### config.mk
export PLATFORM = sky130hd
export DESIGN_NAME = ldpc_decode_sequencer
export DESIGN_NICKNAME = d
export VERILOG_FILES = /design/src/rtl/ldpc_decode_sequencer.sv
export SDC_FILE = /design/constraint.sdc
export NUM_CORES = 1
export LEC_CHECK = 0
export BUFFER_PORTS_ARGS = -buffer_cell sky130_fd_sc_hd__buf_2
export CORE_ASPECT_RATIO = 0.8
export CORE_MARGIN = 2
export CORE_UTILIZATION = 56
export DETAILED_ROUTE_END_ITERATION = 10
export GPL_ROUTABILITY_DRIVEN = 0
export PLACE_DENSITY = 0.79
export SLEW_MARGIN = 10
export SYNTH_ARGS = -nofsm -noshare
export SYNTH_HDL_FRONTEND = slang
export SYNTH_SLANG_ARGS = --single-unit
### constraint.sdc
create_clock -name clk -period 3.5 [get_ports clk]
set_input_delay 0.875 -clock clk [delete_from_list [all_inputs] [get_ports clk]]
set_output_delay 0.875 -clock clk [all_outputs]
set_load 0.05 [all_outputs]
### src/rtl/ldpc_decode_sequencer.sv
// ldpc_decode_sequencer
// Runs one stochastic hard-decision LDPC decode: clears the counter bank,
// warms the decoder up, then watches the hard decisions and parity result
// until they stay stable long enough, the cycle budget runs out, or the
// host aborts. The final word and a converged flag are latched at the end.
//
// state   | meaning
// --------+-----------------------------------------------------------
// S_IDLE  | waiting for start; previous result held
// S_CLR   | init_out high for INITCYC cycles, decoder stopped
// S_WARM  | decoder running, no convergence evaluation
// S_CHECK | decoder running, stability and budget evaluated every cycle
// S_FIN   | one-cycle done pulse, busy already low
module ldpc_decode_sequencer #(
  parameter int NBITS   = 8,
  parameter int MAXCYC  = 1000,
  parameter int WARMUP  = 16,
  parameter int STABLE  = 4,
  parameter int INITCYC = 2,
  parameter int CW      = 16
) (
  input  logic             clk,
  input  logic             rst_n,
  input  logic             start,
  input  logic             abort,
  input  logic [NBITS-1:0] dec_in,
  input  logic             synd_ok,
  output logic             init_out,
  output logic             run,
  output logic             busy,
  output logic             done,
  output logic             converged,
  output logic [NBITS-1:0] dec_out,
  output logic [CW-1:0]    cycles
);

  localparam int IW = (INITCYC > 1) ? $clog2(INITCYC) : 1;
  localparam int SW = $clog2(STABLE + 1);

  localparam logic [IW-1:0] INIT_LAST = IW'(INITCYC - 1);
  localparam logic [SW-1:0] STAB_TGT  = SW'(STABLE);
  localparam logic [CW-1:0] WARM_END  = CW'(WARMUP);
  localparam logic [CW-1:0] CYC_MAX   = CW'(MAXCYC);

  typedef enum logic [2:0] {
    S_IDLE  = 3'd0,
    S_CLR   = 3'd1,
    S_WARM  = 3'd2,
    S_CHECK = 3'd3,
    S_FIN   = 3'd4
  } state_t;

  state_t           state;
  state_t           state_nxt;
  logic [IW-1:0]    init_cnt;
  logic [SW-1:0]    stab_cnt;
  logic [NBITS-1:0] hist;
  logic             hist_vld;

  logic [CW-1:0]    cyc_inc;
  logic             match;
  logic [SW-1:0]    stab_inc;
  logic             conv_hit;
  logic             budget_hit;

  // cycle count after this cycle, stability count after this cycle, and exit conditions
  always_comb begin
    cyc_inc    = (cycles == CYC_MAX) ? cycles : cycles + CW'(1);
    match      = hist_vld && synd_ok && (dec_in == hist);
    stab_inc   = match ? stab_cnt + SW'(1) : '0;
    conv_hit   = (state == S_CHECK) && (stab_inc == STAB_TGT);
    budget_hit = (state == S_CHECK) && (cyc_inc == CYC_MAX);
  end

  // next-state decode; abort and convergence both beat budget exhaustion
  always_comb begin
    state_nxt = state;
    case (state)
      S_IDLE:  if (start) state_nxt = S_CLR;
      S_CLR:   if (init_cnt == INIT_LAST) state_nxt = S_WARM;
      S_WARM: begin
        if (abort)                   state_nxt = S_FIN;
        else if (cyc_inc == WARM_END) state_nxt = S_CHECK;
      end
      S_CHECK: if (abort || conv_hit || budget_hit) state_nxt = S_FIN;
      S_FIN:   state_nxt = S_IDLE;
      default: state_nxt = S_IDLE;
    endcase
  end

  // state register
  always_ff @(posedge clk or negedge rst_n) begin
    if (!rst_n) state <= S_IDLE;
    else        state <= state_nxt;
  end

  // registered outputs, counters, history and result latch
  always_ff @(posedge clk or negedge rst_n) begin
    if (!rst_n) begin
      init_out  <= 1'b0;
      run       <= 1'b0;
      busy      <= 1'b0;
      done      <= 1'b0;
      converged <= 1'b0;
      dec_out   <= '0;
      cycles    <= '0;
      init_cnt  <= '0;
      stab_cnt  <= '0;
      hist      <= '0;
      hist_vld  <= 1'b0;
    end else begin
      init_out <= (state_nxt == S_CLR);
      run      <= (state_nxt == S_WARM) || (state_nxt == S_CHECK);
      busy     <= (state_nxt == S_CLR) || (state_nxt == S_WARM) || (state_nxt == S_CHECK);
      done     <= (state_nxt == S_FIN);
      init_cnt <= (state == S_CLR) ? init_cnt + IW'(1) : '0;

      if (state_nxt == S_CLR) begin
        converged <= 1'b0;
        cycles    <= '0;
        stab_cnt  <= '0;
        hist      <= '0;
        hist_vld  <= 1'b0;
      end else if ((state == S_WARM) || (state == S_CHECK)) begin
        cycles <= cyc_inc;
        if (state == S_CHECK) begin
          hist     <= dec_in;
          hist_vld <= 1'b1;
          stab_cnt <= stab_inc;
        end
        if (state_nxt == S_FIN) begin
          converged <= conv_hit && !abort;
          dec_out   <= dec_in;
        end
      end
    end
  end

endmodule

==> flow_metrics.tcl <==
set metrics [dict create \
    cp-start-kind "register" \
    postRouteAntennaNets 0 \
    syn-mean-instance-area_um2 9.37 \
    cts_buffers 5 \
    crit_family "simple AND/OR/NAND/NOR gates" \
    overflow 0 \
    rows 22 \
    fin_tns_setup_ps 0 \
    status "completed" \
    place_ws_ps 614 \
    synth_cell_types 54 \
    clock_latency_ps 310 \
    rsz0062_at_grt "false" \
    wirelength_um 5670 \
    ys_ff_latch 45 \
    drt_iter0_markers 161 \
    vias_per_cell 5.93 \
    fin_util_pct 64.6 \
    path_buf_inv 0 \
    clk_pin_slew_worst_paths_ps 90 \
    die_area_um2 5180 \
    synthCells 276 \
    synth_edf_count 0 \
    initial_core_util_pct 57.3 \
    p_leak_nw 1.32 \
    antenna_found_initial 0 \
    place_area_um2 2790 \
    worst_slack_ps 555 \
    ys.warnings.count 0 \
    critPathMaxStageDelay_ps 550 \
    vias 2199 \
    crit_type "reg2reg" \
    drc 0 \
    powerDensity_nw_per_um2 732 \
    core_um2 4510 \
    syn-num-nets 292 \
    crit_chain "ha_1 -> and4_1 -> and3_1 -> and3_1 -> o21ai_2 -> nor4_4 -> a21oi_4 -> mux2_4" \
    die_w_um 80.0 \
    post_cts_buffers 0 \
    dp_cells 363 \
    syn_to_final_growth_pct 12.7 \
    ctsResizeCount 0 \
    grt_pass1_vias 1958 \
    crit_top_cell "and3_1" \
    relSlewSlack_pct 35.0 \
    cts_tree "done" \
    ys_async_sr_fraction_pct 100 \
    clockRootBuffer "clkbuf_8" \
    final_cell_area_um2 2910 \
    endpoint_kind "register" \
    ir_drop_uv 517 \
    crit_slowest_cell "dfrtp_1" \
    max_freq_mhz 340 \
    port_buffers 41 \
    cts-hold-fix-buffers 0 \
    drive_gt1_share_pct 22.5 \
    firstDrtPassIters 4 \
    period_share_pct 84.1 \
    worst_pin_slew_ps 975 \
    drv_slew 0 \
    nFillCells 381 \
    antennaDiodeCount 0 \
    grt_usage_pct 23.5 \
    max_cap_violations 0 \
    report.final.setup_viol 0 \
    final.min_clock_period_ps 2950 \
    wire_per_inst_um 15.3 \
    grt_max_degree 46 \
    critPathMaxFanout 12 \
    io_pins 42 \
    grt_pass1_wl_um 9450 \
    fin_cells 371 \
    hold_class "reg2reg" \
    hold_viol 0 \
    htreeDepth 2 \
    clock_skew_ps 9.62 \
    cp.arrival_ps 3140 \
    hpwl_um 3920 \
    clock_path_buffers 2 \
    layout.nets 326 \
    die_h_um 64.8 \
    synth_top_flop_cell "dfrtp_1" \
    yosysSeqAreaShare_pct 43.6 \
    crit_required_ps 3690 \
    cts.sinks 45 \
    netlist_area_um2 2580 \
]
==> worst reg2reg max path: cells and delay by family, from the launching register on <==
kind	cells	cell delay, ps
simple gates	4	1390
flops	1	550
mux	1	340
fa+ha+maj	1	310
compound gates	2	260
==> kinds of logic after synthesis <==
family	count (synthesis)	share of synthesized area, %
AO/OA/AOI/OAI	67	16.7
XOR/XNOR	13	4.40
flip-flops	45	43.6
adder cells (fa/ha/maj)	3	1.45
AND/OR/NAND/NOR	110	22.9
multiplexers	11	5.95
buffers and inverters	27	5.08
==> through the flow <==
| step | total power [mW] | hold WS [ps] |
|---|---|---|
| after floorplan | 1.50 | 467 |
| after global placement | 1.71 | 484 |
| after detailed placement | 1.73 | 489 |
| after CTS | 2.14 | 513 |
| after global routing | 2.26 | 523 |
| final | 2.13 | 504 |
==> power breakdown <==
| group | switching, mW | total (mW) | internal [mW] |
|---|---|---|---|
| registers | 0.105 | 0.762 | 0.657 |
| logic | 0.661 | 0.960 | 0.299 |
| clock network | 0.179 | 0.411 | 0.232 |
==> worst paths after layout <==
kind,cells past startpoint,endpoint,start,slack (ps)
worst max-delay path,8,dec_out[7]$_DFFE_PN0P_,cycles[0]$_DFFE_PN0P_,550
worst min-delay path,1,stab_cnt[2]$_DFFE_PN0P_,stab_cnt[2]$_DFFE_PN0P_,500
worst max register to register,8,dec_out[7]$_DFFE_PN0P_,cycles[0]$_DFFE_PN0P_,550
worst min register to register,1,stab_cnt[2]$_DFFE_PN0P_,stab_cnt[2]$_DFFE_PN0P_,500
max in group asynchronous,1,cycles[3]$_DFFE_PN0P_,rst_n,2170
min in group asynchronous,1,dec_out[7]$_DFFE_PN0P_,rst_n,720
==> flip-flops by register name (all words and copies together), names as in the netlist <==
signal and cells:
busy 1, converged 1, run 1, init_cnt 1, cycles 16, init_out 1
hist 8, stab_cnt 3, dec_out 8, hist_vld 1, state 3, done 1
==> cell type report <==
type | instances | area, µm² | area share, %
clock buffer | 6 | 82.6 | 2.83
clock inverter | 2 | 37.5 | 1.29
inverter | 10 | 37.5 | 1.29
multi-input combinational | 204 | 1330 | 45.6
sequential | 45 | 1130 | 38.6
tap | 60 | 75.1 | 2.58
timing repair buffer | 44 | 228 | 7.81
==> layout by cell type, fill, tap and decap left out, types with 5 or more instances in the layout <==
| cell type | count |
|---|---|
| nand3_1 | 14 |
| nor2_1 | 18 |
| dfrtp_1 | 45 |
| a21oi_1 | 9 |
| and3_1 | 5 |
| buf_2 | 41 |
| nor3_1 | 8 |
| mux2_4 | 8 |
| xnor2_1 | 12 |
| o21ai_0 | 29 |
| nand4_1 | 10 |
| clkbuf_8 | 6 |
| inv_1 | 10 |
| nand2_1 | 33 |
| o31ai_1 | 6 |
==> layer usage <==
metal  vias to the layer above  GRT usage, %  part of all wire (%)
li1                       1070             -                     -
met1                      1056          36.9                    52
met2                        68          32.2                    43
met3                         5          6.41                   5.2
met4                         0          5.30                  0.55
met5                         -             0                     0
==> cell usage after synthesis (2+ instances only) <==
library cell  number  area share, %
nor2b_1            2           0.48
ha_1               3            1.5
xnor2_1           12            4.1
o22ai_1            3           0.73
dfrtp_1           45             44
a31oi_1            2           0.48
nand3_1           14            2.7
buf_6              2           0.87
nor2_1            18            2.6
nor4_1             3           0.73
nand4_1           10            2.4
mux2i_1            2           0.77
buf_4              2           0.58
nor3b_1            2           0.58
and3_1             5            1.2
buf_2              6            1.2
o21ai_0           29            5.6
o41ai_1            2           0.68
clkbuf_1           7            1.0
nor3_1             8            1.5
nand2_1           33            4.8
a21oi_1            9            1.7
inv_1             10            1.5
o31ai_1            6            1.7
mux2_4             8            4.6
and2_1             3           0.73
and4_1             3            1.0
(Power assumes the default switching activity.)
